--- src/rtl/module_teclado_scan.sv ---
// 4x4 keypad scanner: rotates an active-low column drive, debounces the first
// key seen and emits a single strobe with its code per press.
//
// state        | meaning
// SCAN         | rotate columns, sample rows at the end of each column slot
// DEBOUNCE     | column held, latched row pattern must stay stable
// VALID        | one cycle: load tecla_o and raise en_tecla_o
// WAIT_RELEASE | column held until rows read all-high long enough
module module_teclado_scan #(
    parameter int SCAN_COUNT     = 10_000,
    parameter int BITS_SCAN      = 14,
    parameter int DEBOUNCE_COUNT = 200_000,
    parameter int BITS_DEB       = 18
) (
    input  logic       clk_i,
    input  logic       rst_n_i,
    input  logic [3:0] row_i,
    output logic [3:0] col_o,
    output logic [3:0] tecla_o,
    output logic       en_tecla_o
);

    typedef enum logic [1:0] {
        SCAN         = 2'd0,
        DEBOUNCE     = 2'd1,
        VALID        = 2'd2,
        WAIT_RELEASE = 2'd3
    } state_t;

    localparam logic [BITS_SCAN-1:0] SCAN_LAST = BITS_SCAN'(SCAN_COUNT - 1);
    localparam logic [BITS_DEB-1:0]  DEB_LAST  = BITS_DEB'(DEBOUNCE_COUNT - 1);

    state_t               state;
    logic [3:0]           row_meta;
    logic [3:0]           rows;
    logic [BITS_SCAN-1:0] scan_cnt;
    logic [BITS_DEB-1:0]  deb_cnt;
    logic [1:0]           col_idx;
    logic [1:0]           row_idx;
    logic [3:0]           row_lat;

    function automatic logic [3:0] col_drive(input logic [1:0] idx);
        case (idx)
            2'd0:    col_drive = 4'b1110;
            2'd1:    col_drive = 4'b1101;
            2'd2:    col_drive = 4'b1011;
            default: col_drive = 4'b0111;
        endcase
    endfunction

    // Lowest-index low row wins when several rows are pulled down.
    function automatic logic [1:0] low_row(input logic [3:0] r);
        if (!r[0])      low_row = 2'd0;
        else if (!r[1]) low_row = 2'd1;
        else if (!r[2]) low_row = 2'd2;
        else            low_row = 2'd3;
    endfunction

    function automatic logic [3:0] key_code(input logic [1:0] r, input logic [1:0] c);
        case ({r, c})
            4'h0: key_code = 4'h1;  4'h1: key_code = 4'h2;
            4'h2: key_code = 4'h3;  4'h3: key_code = 4'hA;
            4'h4: key_code = 4'h4;  4'h5: key_code = 4'h5;
            4'h6: key_code = 4'h6;  4'h7: key_code = 4'hB;
            4'h8: key_code = 4'h7;  4'h9: key_code = 4'h8;
            4'hA: key_code = 4'h9;  4'hB: key_code = 4'hC;
            4'hC: key_code = 4'hF;  4'hD: key_code = 4'h0;
            4'hE: key_code = 4'hE;  default: key_code = 4'hD;
        endcase
    endfunction

    always_ff @(posedge clk_i or negedge rst_n_i) begin
        if (!rst_n_i) begin
            row_meta <= 4'hF;
            rows     <= 4'hF;
        end else begin
            row_meta <= row_i;
            rows     <= row_meta;
        end
    end

    always_ff @(posedge clk_i or negedge rst_n_i) begin
        if (!rst_n_i) begin
            state      <= SCAN;
            scan_cnt   <= '0;
            deb_cnt    <= '0;
            col_idx    <= 2'd0;
            col_o      <= 4'b1110;
            row_idx    <= 2'd0;
            row_lat    <= 4'hF;
            tecla_o    <= 4'h0;
            en_tecla_o <= 1'b0;
        end else begin
            en_tecla_o <= 1'b0;
            case (state)
                SCAN: begin
                    if (scan_cnt == SCAN_LAST) begin
                        scan_cnt <= '0;
                        if (rows != 4'hF) begin
                            row_lat <= rows;
                            row_idx <= low_row(rows);
                            deb_cnt <= '0;
                            state   <= DEBOUNCE;
                        end else begin
                            col_idx <= col_idx + 2'd1;
                            col_o   <= col_drive(col_idx + 2'd1);
                        end
                    end else begin
                        scan_cnt <= scan_cnt + 1'b1;
                    end
                end
                DEBOUNCE: begin
                    if (rows != row_lat) begin
                        scan_cnt <= '0;
                        col_idx  <= col_idx + 2'd1;
                        col_o    <= col_drive(col_idx + 2'd1);
                        state    <= SCAN;
                    end else if (deb_cnt == DEB_LAST) begin
                        deb_cnt <= '0;
                        state   <= VALID;
                    end else begin
                        deb_cnt <= deb_cnt + 1'b1;
                    end
                end
                VALID: begin
                    tecla_o    <= key_code(row_idx, col_idx);
                    en_tecla_o <= 1'b1;
                    deb_cnt    <= '0;
                    state      <= WAIT_RELEASE;
                end
                default: begin
                    // Any low row restarts the release window.
                    if (rows != 4'hF) begin
                        deb_cnt <= '0;
                    end else if (deb_cnt == DEB_LAST) begin
                        deb_cnt  <= '0;
                        scan_cnt <= '0;
                        col_idx  <= col_idx + 2'd1;
                        col_o    <= col_drive(col_idx + 2'd1);
                        state    <= SCAN;
                    end else begin
                        deb_cnt <= deb_cnt + 1'b1;
                    end
                end
            endcase
        end
    end

endmodule

--- config.mk ---
export PLATFORM = sky130hd
export DESIGN_NAME = module_teclado_scan
export DESIGN_NICKNAME = d
export VERILOG_FILES = /design/src/rtl/module_teclado_scan.sv
export SDC_FILE = /design/constraint.sdc
export NUM_CORES = 1
export LEC_CHECK = 0
export ABC_AREA = 1
export CAP_MARGIN = 20
export CORE_MARGIN = 5
export CORE_UTILIZATION = 65
export DETAILED_ROUTE_END_ITERATION = 10
export PLACE_DENSITY_LB_ADDON = 0.08
export SYNTH_ARGS = -nofsm -noshare
export SYNTH_HDL_FRONTEND = slang
export SYNTH_SLANG_ARGS = --single-unit
export TNS_END_PERCENT = 20
--- constraint.sdc ---
create_clock -name clk_i -period 3.6 [get_ports clk_i]
set_clock_uncertainty 0.2 [all_clocks]
set_input_delay 1.08 -clock clk_i [delete_from_list [all_inputs] [get_ports clk_i]]
set_output_delay 1.08 -clock clk_i [all_outputs]
set_load 0.05 [all_outputs]
==> impl_results.md <==
- Cts hold-fix bufs: 0
- Cell count after synthesis: 459
- Final estimated routing congestion in global placement: 0.887
- Multi-input gate area: 0.00172 mm^2
- P&R area growth vs syn: 11.7%
- Crit path buffers/inverters: 1
- Total clock sinks: 59
- TritonCTS clock tree: built
- Utilization of the core after routing: 75.3%
- Max Fclk: 0.336 GHz
- Compound-cell area share of the yosys netlist: 10.2%
- Routed vias: 3,068
- Final min period: 2970 ps
- Worst-Margin Slew: 814 ps
- Synth Warn #: 0
- Critical-path cell with the highest stage delay: clkdlybuf4s50_1
- HPWL Detailed: 5.07 mm
- Top cells by area, synth: dfrtp_1, nand2_1, dfstp_2, nand3_1, inv_1
- Crit-path leading delay family: buffers and inverters
- Die extent in y: 83.3 um
- Status: completed
- Xor and xnor fraction of the mapped netlist area: 1.26%
- Clock root buffer master: clkbuf_8
- Adder-cell share of the synthesized area: 3.23%
- Residual DRC count: 0
- Static leakage: 0.00179 uW
- Synthesized area divided by synthesized cell count: 7.60 um^2
- Classification of the worst setup path: reg -> out
- Core Footprint: 0.00517 mm^2
- Clock power share: 49.7%
- Comb power frac: 2.0%
- Starting density of the core: 67.4%
- Remaining number of nets flagged by the antenna check after routing: 0
- Worst EP arrival: 1690 ps
- Total GRT Usage: 22.8%
- Die area: 0.00693 mm^2
- Tightest Hold Check Type: reg -> reg
- Critical Path Fanout Max: 2
- Cell row count: 26
- Via-per-instance ratio: 5.55
- Routed wirelength normalized by instance count: 13.4 um
- Most frequent cells after synthesis: nand2_1, inv_1, nor2_1, dfrtp_1, nand3_1
- First-pass GRT wire length: 13.0 mm
- Data required, critical path: 2320 ps
- Maximum count of clock buffers along a single path: 2
- Cts bufs inserted: 9
- Final number of max-transition violations: 0
- Total wirelength of the detailed-routed design: 7.40 mm
- Portion of the post-synthesis area used by sequential elements: 42.9%
- Fraction of final layout cells sized beyond drive strength 1: 17.6%
- # H-tree levels: 3
- Area share of the largest cell type after synthesis: 31.6%
- Peak supply drop: 307 uV
- Final Hold Viols: 0
- Number of setup violations in the final report: 0
- Unrepaired setup endpoints after global routing: no
- Number of inserted filler cells in the final layout: 407
- Resized cells post-CTS: 0
- Power density over the cells: 359 mW/mm^2
- Congestion Overflow GR: 0
- Sequential power share: 48.3%
- Vias in the first global route: 2,967
- Total placed cells including tap cells: 537
- Number of antenna violations at the first check in global routing: 0
- Number of flops mapped to enable cells by yosys: 0
- Worst max-slew margin expressed relative to the limit: 45.7%
- Sum Neg Setup Slack: 0 ps
- First-iteration detailed-routing DRC count: 317
- Number of antenna diodes: 0
- FFs w/ async S/R, synth: 100%
- CTS clock-pin slew for the worst setup and hold paths: 70 ps
- First-pass DRT Iterations: 5
- Buffers on Ports: 14
- Biggest cell delay along the critical path: 800 ps
- Internal power of the cells: 1090 uW
- Area leader, netlist: dfrtp_1
- Post-CTS repair timing setup buffer count: 0
- Source-to-sink clock delay at the later pin of the worst-skew pair: 350 ps
- Area used by sequential logic in the layout: 0.00150 mm^2
- Endpoint class of the critical path: output pin
- Main combinational cell family by area after synthesis: simple AND/OR/NAND/NOR gates
- Predominant post-synthesis flop cell: dfrtp_1
- Post-synthesis register bit count: 59
- Overall die width: 83.3 um
- Startpoint class of the critical path: flop
- Switching power of the nets: 307 uW
- Number of ports placed on the die boundary: 15
- Max cap viols: 0
- Library cells used by synthesis: 32
- Syn Nets: 474
- Fraction of the cycle the final worst path needs: 82.6%
- Mux contribution to synthesized area: 0%
- Maximum number of pins on one net before global-route repair: 23
- Top-count cell post-synth: nand2_1
- Sw frac: 22.0%
- # nets final: 493
- Cell-by-cell listing of the critical path: clkdlybuf4s50_1
- Post-synthesis share of cell area spent on and, or, nand and nor gates: 34.5%
- Non-filler cells, final: 553
- Summed instance area of the synthesized netlist: 0.00349 mm^2
==> worst reg2reg max path: cells and delay by family, from the launching register on <==
family	cells	cell delay (ps)
DFF	1	510
and+or+nand+nor	3	1210
AOI/OAI and AO/OA	2	250
==> routing by layer <==
layer  vias to the layer above  routed length, um  global-route usage (%)
met1                      1432               3290                    28.3
met5                         -                  0                       0
met3                        20                358                    5.15
met2                        95               3590                    38.4
met4                         0                164                    8.92
li1                       1521                  -                       -
==> cell type report <==
type | count | share of cell area (%)
clock buffer | 10 | 3.53
clock inverter | 6 | 2.25
inverter | 59 | 5.69
multi-input combinational | 333 | 44.0
sequential | 59 | 38.4
tap | 70 | 2.25
timing repair buffer | 16 | 3.85
==> flip-flops by register name (all words and copies together) (netlist names) <==
signal,flops
scan_cnt,14
en_tecla_o,1
row_meta,4
row_lat,4
col_o,4
rows,4
col_idx,2
tecla_o,4
row_idx,2
state,2
deb_cnt,18
==> metrics by stage <==
step / cell area, um^2 / power (uW) / hold WS [ps] / worst slack [ps]
2_1_floorplan: 3490 / 694 / 145 / 1650
3_5_place_dp: 3670 / 716 / 147 / 999
6_report: 3890 / 1400 / 153 / 626
4_1_cts: 3890 / 1400 / 154 / 613
3_3_place_gp: 3670 / 715 / 146 / 1010
5_1_grt: 3890 / 1440 / 155 / 594
==> logic make-up after synthesis <==
group,Yosys count
buf+inv,67
xor+xnor,5
flops,59
compound gates,59
fa+ha+maj,9
simple gates,260
==> layout by cell type (no fill, tap or decap) <==
| cell type | synthesis | layout |
|---|---|---|
| a21oi_1 | 13 | 13 |
| a21oi_2 | 8 | 8 |
| buf_2 | 3 | 1 |
| buf_4 | 0 | 2 |
| bufinv_16 | 0 | 2 |
| clkbuf_8 | 0 | 10 |
| clkdlybuf4s50_1 | 0 | 13 |
| clkinv_2 | 0 | 2 |
| clkinv_4 | 0 | 1 |
| dfrtp_1 | 44 | 44 |
| dfstp_2 | 15 | 15 |
| ha_1 | 9 | 9 |
| inv_1 | 46 | 46 |
| inv_2 | 13 | 13 |
| inv_6 | 0 | 1 |
| nand2_1 | 125 | 125 |
| nand2_2 | 11 | 11 |
| nand2_4 | 2 | 2 |
| nand3_1 | 39 | 39 |
| nand3_2 | 3 | 3 |
| nand4_1 | 13 | 13 |
| nand4_2 | 1 | 1 |
| nor2_1 | 46 | 46 |
| nor2_2 | 7 | 7 |
| nor2_4 | 2 | 2 |
| nor2_8 | 1 | 1 |
| nor3_1 | 7 | 7 |
| nor3_4 | 1 | 1 |
| o2111ai_1 | 4 | 4 |
| o211ai_1 | 1 | 1 |
| o21a_1 | 2 | 2 |
| o21ai_0 | 21 | 21 |
| o21ai_1 | 6 | 6 |
| o21bai_1 | 3 | 3 |
| o22ai_1 | 1 | 1 |
| or2_2 | 2 | 2 |
| xor2_1 | 5 | 5 |
==> final timing paths <==
kind                            depth (start not counted)  slack, ps         from          to
worst min-delay path                                    0        150  row_meta[3]     rows[3]
worst max register to register                          5       1320     state[0]  deb_cnt[4]
max in group asynchronous                               2       2000      rst_n_i  row_lat[3]
worst min register to register                          0        150  row_meta[3]     rows[3]
min in group asynchronous                               1        490      rst_n_i  col_idx[1]
worst max-delay path                                    1        630     col_o[1]    col_o[1]
==> power by group through the flow <==
stage / Combinational, uW / Sequential (uW) / Clock [uW]
floorplan: 8.23 / 686 / 0
global placement: 29.1 / 686 / 0
detailed placement: 29.4 / 686 / 0
CTS: 29.6 / 674 / 698
global route: 33.4 / 675 / 735
finish: 28.3 / 674 / 694
Power figures use the tool's default switching activity.
